### src/rtl/seg_scan_ctrl.sv
// seg_scan_ctrl: time-multiplexing scan controller for an 8-digit
// seven-segment display. Holds eight 4-bit digit values and steps a
// 3-bit digit select through 0..7, holding each digit REFRESH_DIV cycles.
//
// Ports:
//   clk        system clock, rising edge
//   rst        synchronous active-high reset
//   we         digit write strobe
//   waddr      digit index to write (0..7)
//   wdata      digit value (0x0..0xF)
//   digit_en   per-digit enable mask, bit i = 0 blanks digit i
//   sel        current digit index (registered)
//   num        value of digit sel (registered, write bypassed)
//   blank      current digit must be dark (registered)
//   tick       one-cycle pulse when sel advances
//   frame_done one-cycle pulse when sel wraps 7 -> 0
//
// Optional feature: define SEG_SCAN_LZ_BLANK_EN to enable leading-zero
// blanking (digits above the most significant non-zero digit go dark,
// digit 0 is always shown).

module seg_scan_ctrl #(
    parameter int REFRESH_DIV = 100000
) (
    input  logic       clk,
    input  logic       rst,
    input  logic       we,
    input  logic [2:0] waddr,
    input  logic [3:0] wdata,
    input  logic [7:0] digit_en,
    output logic [2:0] sel,
    output logic [3:0] num,
    output logic       blank,
    output logic       tick,
    output logic       frame_done
);

    localparam int CW = (REFRESH_DIV > 1) ? $clog2(REFRESH_DIV) : 1;
    localparam logic [CW-1:0] LAST = CW'(REFRESH_DIV - 1);

    logic [3:0]    mem      [8];
    logic [3:0]    mem_next [8];
    logic [CW-1:0] cnt;
    logic          adv;
    logic [2:0]    sel_next;
    logic [7:0]    zero_sfx;
    logic          blank_next;

    assign adv      = (cnt == LAST);
    assign sel_next = adv ? sel + 3'd1 : sel;

    // Store contents as they will be after this edge; reading num from
    // here gives the write bypass for free.
    always_comb begin
        for (int i = 0; i < 8; i++) begin
            mem_next[i] = mem[i];
        end
        if (we) begin
            mem_next[waddr] = wdata;
        end
    end

    // zero_sfx[i] = 1 when every digit at index >= i is zero.
    always_comb begin
        logic run;
        run      = 1'b1;
        zero_sfx = '0;
        for (int i = 7; i >= 0; i--) begin
            run         = run && (mem_next[i] == 4'd0);
            zero_sfx[i] = run;
        end
    end

`ifdef SEG_SCAN_LZ_BLANK_EN
    assign blank_next = ~digit_en[sel_next]
                      | ((sel_next != 3'd0) & zero_sfx[sel_next]);
`else
    assign blank_next = ~digit_en[sel_next];
`endif

    always_ff @(posedge clk) begin
        if (rst) begin
            cnt        <= '0;
            sel        <= '0;
            num        <= '0;
            blank      <= 1'b0;
            tick       <= 1'b0;
            frame_done <= 1'b0;
            for (int i = 0; i < 8; i++) begin
                mem[i] <= '0;
            end
        end else begin
            cnt        <= adv ? '0 : cnt + 1'b1;
            sel        <= sel_next;
            num        <= mem_next[sel_next];
            blank      <= blank_next;
            tick       <= adv;
            frame_done <= adv && (sel == 3'd7);
            for (int i = 0; i < 8; i++) begin
                mem[i] <= mem_next[i];
            end
        end
    end

endmodule

### config.mk
export PLATFORM = sky130hd
export DESIGN_NAME = seg_scan_ctrl
export DESIGN_NICKNAME = d
export VERILOG_FILES = /design/src/rtl/seg_scan_ctrl.sv
export SDC_FILE = /design/constraint.sdc
export NUM_CORES = 1
export LEC_CHECK = 0
export ABC_AREA = 1
export CORE_AREA = 2 2 71 73
export CTS_CLUSTER_DIAMETER = 100
export DETAILED_ROUTE_END_ITERATION = 10
export DIE_AREA = 0 0 73 75
export DONT_BUFFER_PORTS = 1
export PLACE_DENSITY = 0.85
export SLEW_MARGIN = 25
export SYNTH_ARGS = -nofsm -noshare
export SYNTH_HDL_FRONTEND = slang
export SYNTH_SLANG_ARGS = --single-unit
### constraint.sdc
create_clock -name clk -period 4.6 [get_ports clk]
set_input_delay 0.46 -clock clk [delete_from_list [all_inputs] [get_ports clk]]
set_output_delay 0.46 -clock clk [all_outputs]
set_load 0.005 [all_outputs]
==> metrics.csv <==
stage;metric;value;unit
synth;count leader, synth;nand2_1;
min_path;Worst Hold Endpoint;sel[0]$_SDFF_PP0_;
synth;Syn Nets;416;
synth;Synth Area in Compound Gates;10.5;%
synth;Syn Area/Cell;6.85;um2
sta;unrepaired setup endpoints after global routing;no;
power;clock power share;43.8;%
final_layout;area grow syn2layout;7.62;%
floorplan;Top Ports;28;
clocking;postcts setup bufs;0;
final_layout;fin cells;453;
synth;Synth Area in Adders;1.39;%
synth;cells after synthesis;395;
synth;Main synth FF type;dfxtp_1;
synth;share of the synthesized area in the top cell type;43.6;%
sta;relative slew slack;43.0;%
clocking;clock root buffer;clkbuf_8;
clocking;TritonCTS clock tree;yes;
floorplan;Die ar.;5480;um2
sta;final hold viol count;0;
sta;fin crit share;61.5;%
power;P_sw;0.226;mW
clocking;Worst-path clk slew;0.06;ns
synth;Synth Area in Simple Gates;37.5;%
power;Comb pwr share;4.5;%
synth;Synth Register Bits;59;
synth;fraction of registers with async set/reset;0;%
power;total power;1.02;mW
drt;DR vias;2522;
sta;Final Skew;0.00553;ns
critical_path;CP Launch Type;flop;
min_path;hold path startpoint;rst;
placement;Post-DP HPWL;4.20;mm
synth;library cells used by synthesis;28;
synth;yosys warns;0;
floorplan;row cnt;25;
critical_path;R2R depth;10;
power;Int Pwr;0.790;mW
final_layout;final non-filler cell area;2910;um2
synth;share of synthesized area spent on multiplexers;0;%
critical_path;crit-path max FO;22;
clocking;clk_lat worst skew;0.34;ns
final_layout;ANT cells;0;
sta;fin crit period;2.83;ns
critical_path;setup slack, reg-to-reg;1.77;ns
synth;xor/xnor share of the synthesized area;0.323;%
placement;IO Port Bufs;0;
drt;drt first pass iters;5;
floorplan;core area;4660;um2
clocking;clk buf depth;2;
global_routing;total grt overflow;0;
critical_path;Critical R2R Launch;cnt[0]$_SDFF_PP0_;
synth;Synth Cell Area;2710;um2
outcome;outcome;finished, final reports clean;
clocking;CTS buffer count;9;
sta;Max Freq;353;MHz
power;pwr/cell area;349;nW/um2
power;worst-case vdd ir drop;0.177;mV
power;Leakage Power;1.31;nW
clocking;clk sink count;59;
final_layout;# nets final;415;
final_layout;FILL cells;417;
global_routing;first-pass GRT wire length;9.63;mm
drt;final wirelength;5.91;mm
run;max cap viols;0;
global_routing;GR Layer Usage met3;5.62;%
global_routing;GR peak layer;met2;
placement;Placed Cells;437;
synth;Seq/Total Area, Yosys;43.6;%
clocking;Post-CTS Resized;0;
sta;Least-Margin Pin Slew;0.852;ns
global_routing;largest net degree at the start of global routing;40;
global_routing;initial antenna violation count;0;
drt;WL/cell;13.0;um
global_routing;vias in the first global route;2163;
sta;final setup fails;0;
drt;remaining antenna violation count;0;
final_layout;share of layout cells above drive strength 1;6.02;%
synth;EDFF count, synth;0;
power;Flop pwr share;51.7;%
synth;Post-synth top cells;nand2_1, nor2_1, dfxtp_1;
drt;Via density;5.57;
power;sw frac;22.3;%
sta;setup ws final;1.77;ns
clocking;Hold-fix buffers, CTS;0;
min_path;worst min path class;input port to flop;
global_routing;met1 Track Usage GR;31.0;%
critical_path;WP data arrival;3.07;ns
placement;Post-DP Area;2720;um2
floorplan;Initial Util;58.1;%
global_routing;routing usage on met2;34.4;%
placement;dpl ws;1.79;ns
synth;Area contributors post-synth;dfxtp_1, nand2_1, nor2_1, nand3_1, a21oi_1;
floorplan;Die Y;75;um
min_path;hold path depth;1;
synth;largest family of logic cells by synthesized area;simple AND/OR/NAND/NOR gates;
global_routing;Total GRT Usage;23.1;%
critical_path;Crit Path Class;flop to flop;
drt;DRC;0;
sta;worst hold slack;0.192;ns
floorplan;die boundary width;73;um
clocking;H-tree lvl count;3;
sta;max-slew violations;0;
placement;Placer Congestion;0.868;
synth;cell taking the most area after synthesis;dfxtp_1;
sta;post-route setup TNS;0;ns
final_layout;fin util;62.5;%
drt;initial DRC count;300;
critical_path;Critical R2R Capture;num[2]$_SDFF_PP0_;
critical_path;critical path capture point type;flop;
critical_path;Critical Path RT;4.84;ns
==> registers in the layout, summed over array words and instances (netlist names) <==
register / flops
blank: 1
cnt: 17
frame_done: 1
mem: 32
num: 4
sel: 3
tick: 1
==> worst max path at each step <==
stage,start,end,slack (ns),depth (start not counted)
finish,cnt[0]$_SDFF_PP0_,num[2]$_SDFF_PP0_,1.77,10
floorplan,cnt[0]$_SDFF_PP0_,blank$_SDFF_PP0_,3.00,12
CTS,cnt[0]$_SDFF_PP0_,num[2]$_SDFF_PP0_,1.80,10
global route,cnt[0]$_SDFF_PP0_,num[1]$_SDFF_PP0_,1.43,10
global placement,cnt[0]$_SDFF_PP0_,num[2]$_SDFF_PP0_,1.95,10
detailed placement,cnt[0]$_SDFF_PP0_,num[2]$_SDFF_PP0_,1.79,10
==> final cells by class <==
type | count | area (um2) | area share [%]
multi-input cells | 290 | 1350 | 46.2
inverters | 34 | 128 | 4.38
clock buffers | 15 | 186 | 6.40
well taps | 54 | 67.6 | 2.32
clock inverters | 1 | 5.00 | 0.172
flip-flops and latches | 59 | 1180 | 40.5
==> kinds of logic after synthesis <==
kind of cell               Yosys count
and+or+nand+nor                    233
xor gates and xnor gates             1
AOI/OAI and AO/OA                   53
buffers and inverters               46
DFF                                 59
adders and majority gates            3
==> critical path: stages, from the launching register on <==
cell and delay [ns]:
dfxtp_1 0.35, ha_1 0.17, nand2_1 0.08, nor2_2 0.20, nand4_1 0.71, nand2_1 0.81, nand2_1 0.13, nand3_1 0.10
nand2_1 0.07, nand2_1 0.06, nand2_1 0.05
==> metal layers <==
layer	vias to the layer above	routed length, um
li1	1279	-
met1	1149	2810
met2	79	2670
met3	15	309
met4	0	123
met5	-	0
==> cells in the final DEF, fill, tap and decap left out <==
master,instances
nand2_1,83
nor2_1,80
dfxtp_1,59
nand3_1,49
a21oi_1,36
inv_1,33
clkbuf_8,13
o21ai_0,10
nand4_1,5
nor3_1,4
o21a_1,4
nor3b_1,3
ha_1,3
nor2_2,2
clkbuf_1,2
inv_2,1
nand3_2,1
nor2_4,1
nand3_4,1
or2_2,1
a211oi_1,1
o21ai_1,1
nand2_2,1
a211oi_2,1
xor2_1,1
nor4_2,1
nand3b_1,1
clkinv_2,1
==> power groups by stage <==
| stage | registers (mW) | logic, mW | clock network [mW] |
|---|---|---|---|
| after global placement | 0.536 | 0.0433 | 0 |
| after CTS | 0.525 | 0.0451 | 0.450 |
| after detailed placement | 0.536 | 0.0447 | 0 |
| after floorplan | 0.535 | 0.0389 | 0 |
| final | 0.525 | 0.0460 | 0.445 |
| after global routing | 0.525 | 0.0519 | 0.477 |
Note: power is estimated with default switching activity, not from simulation.
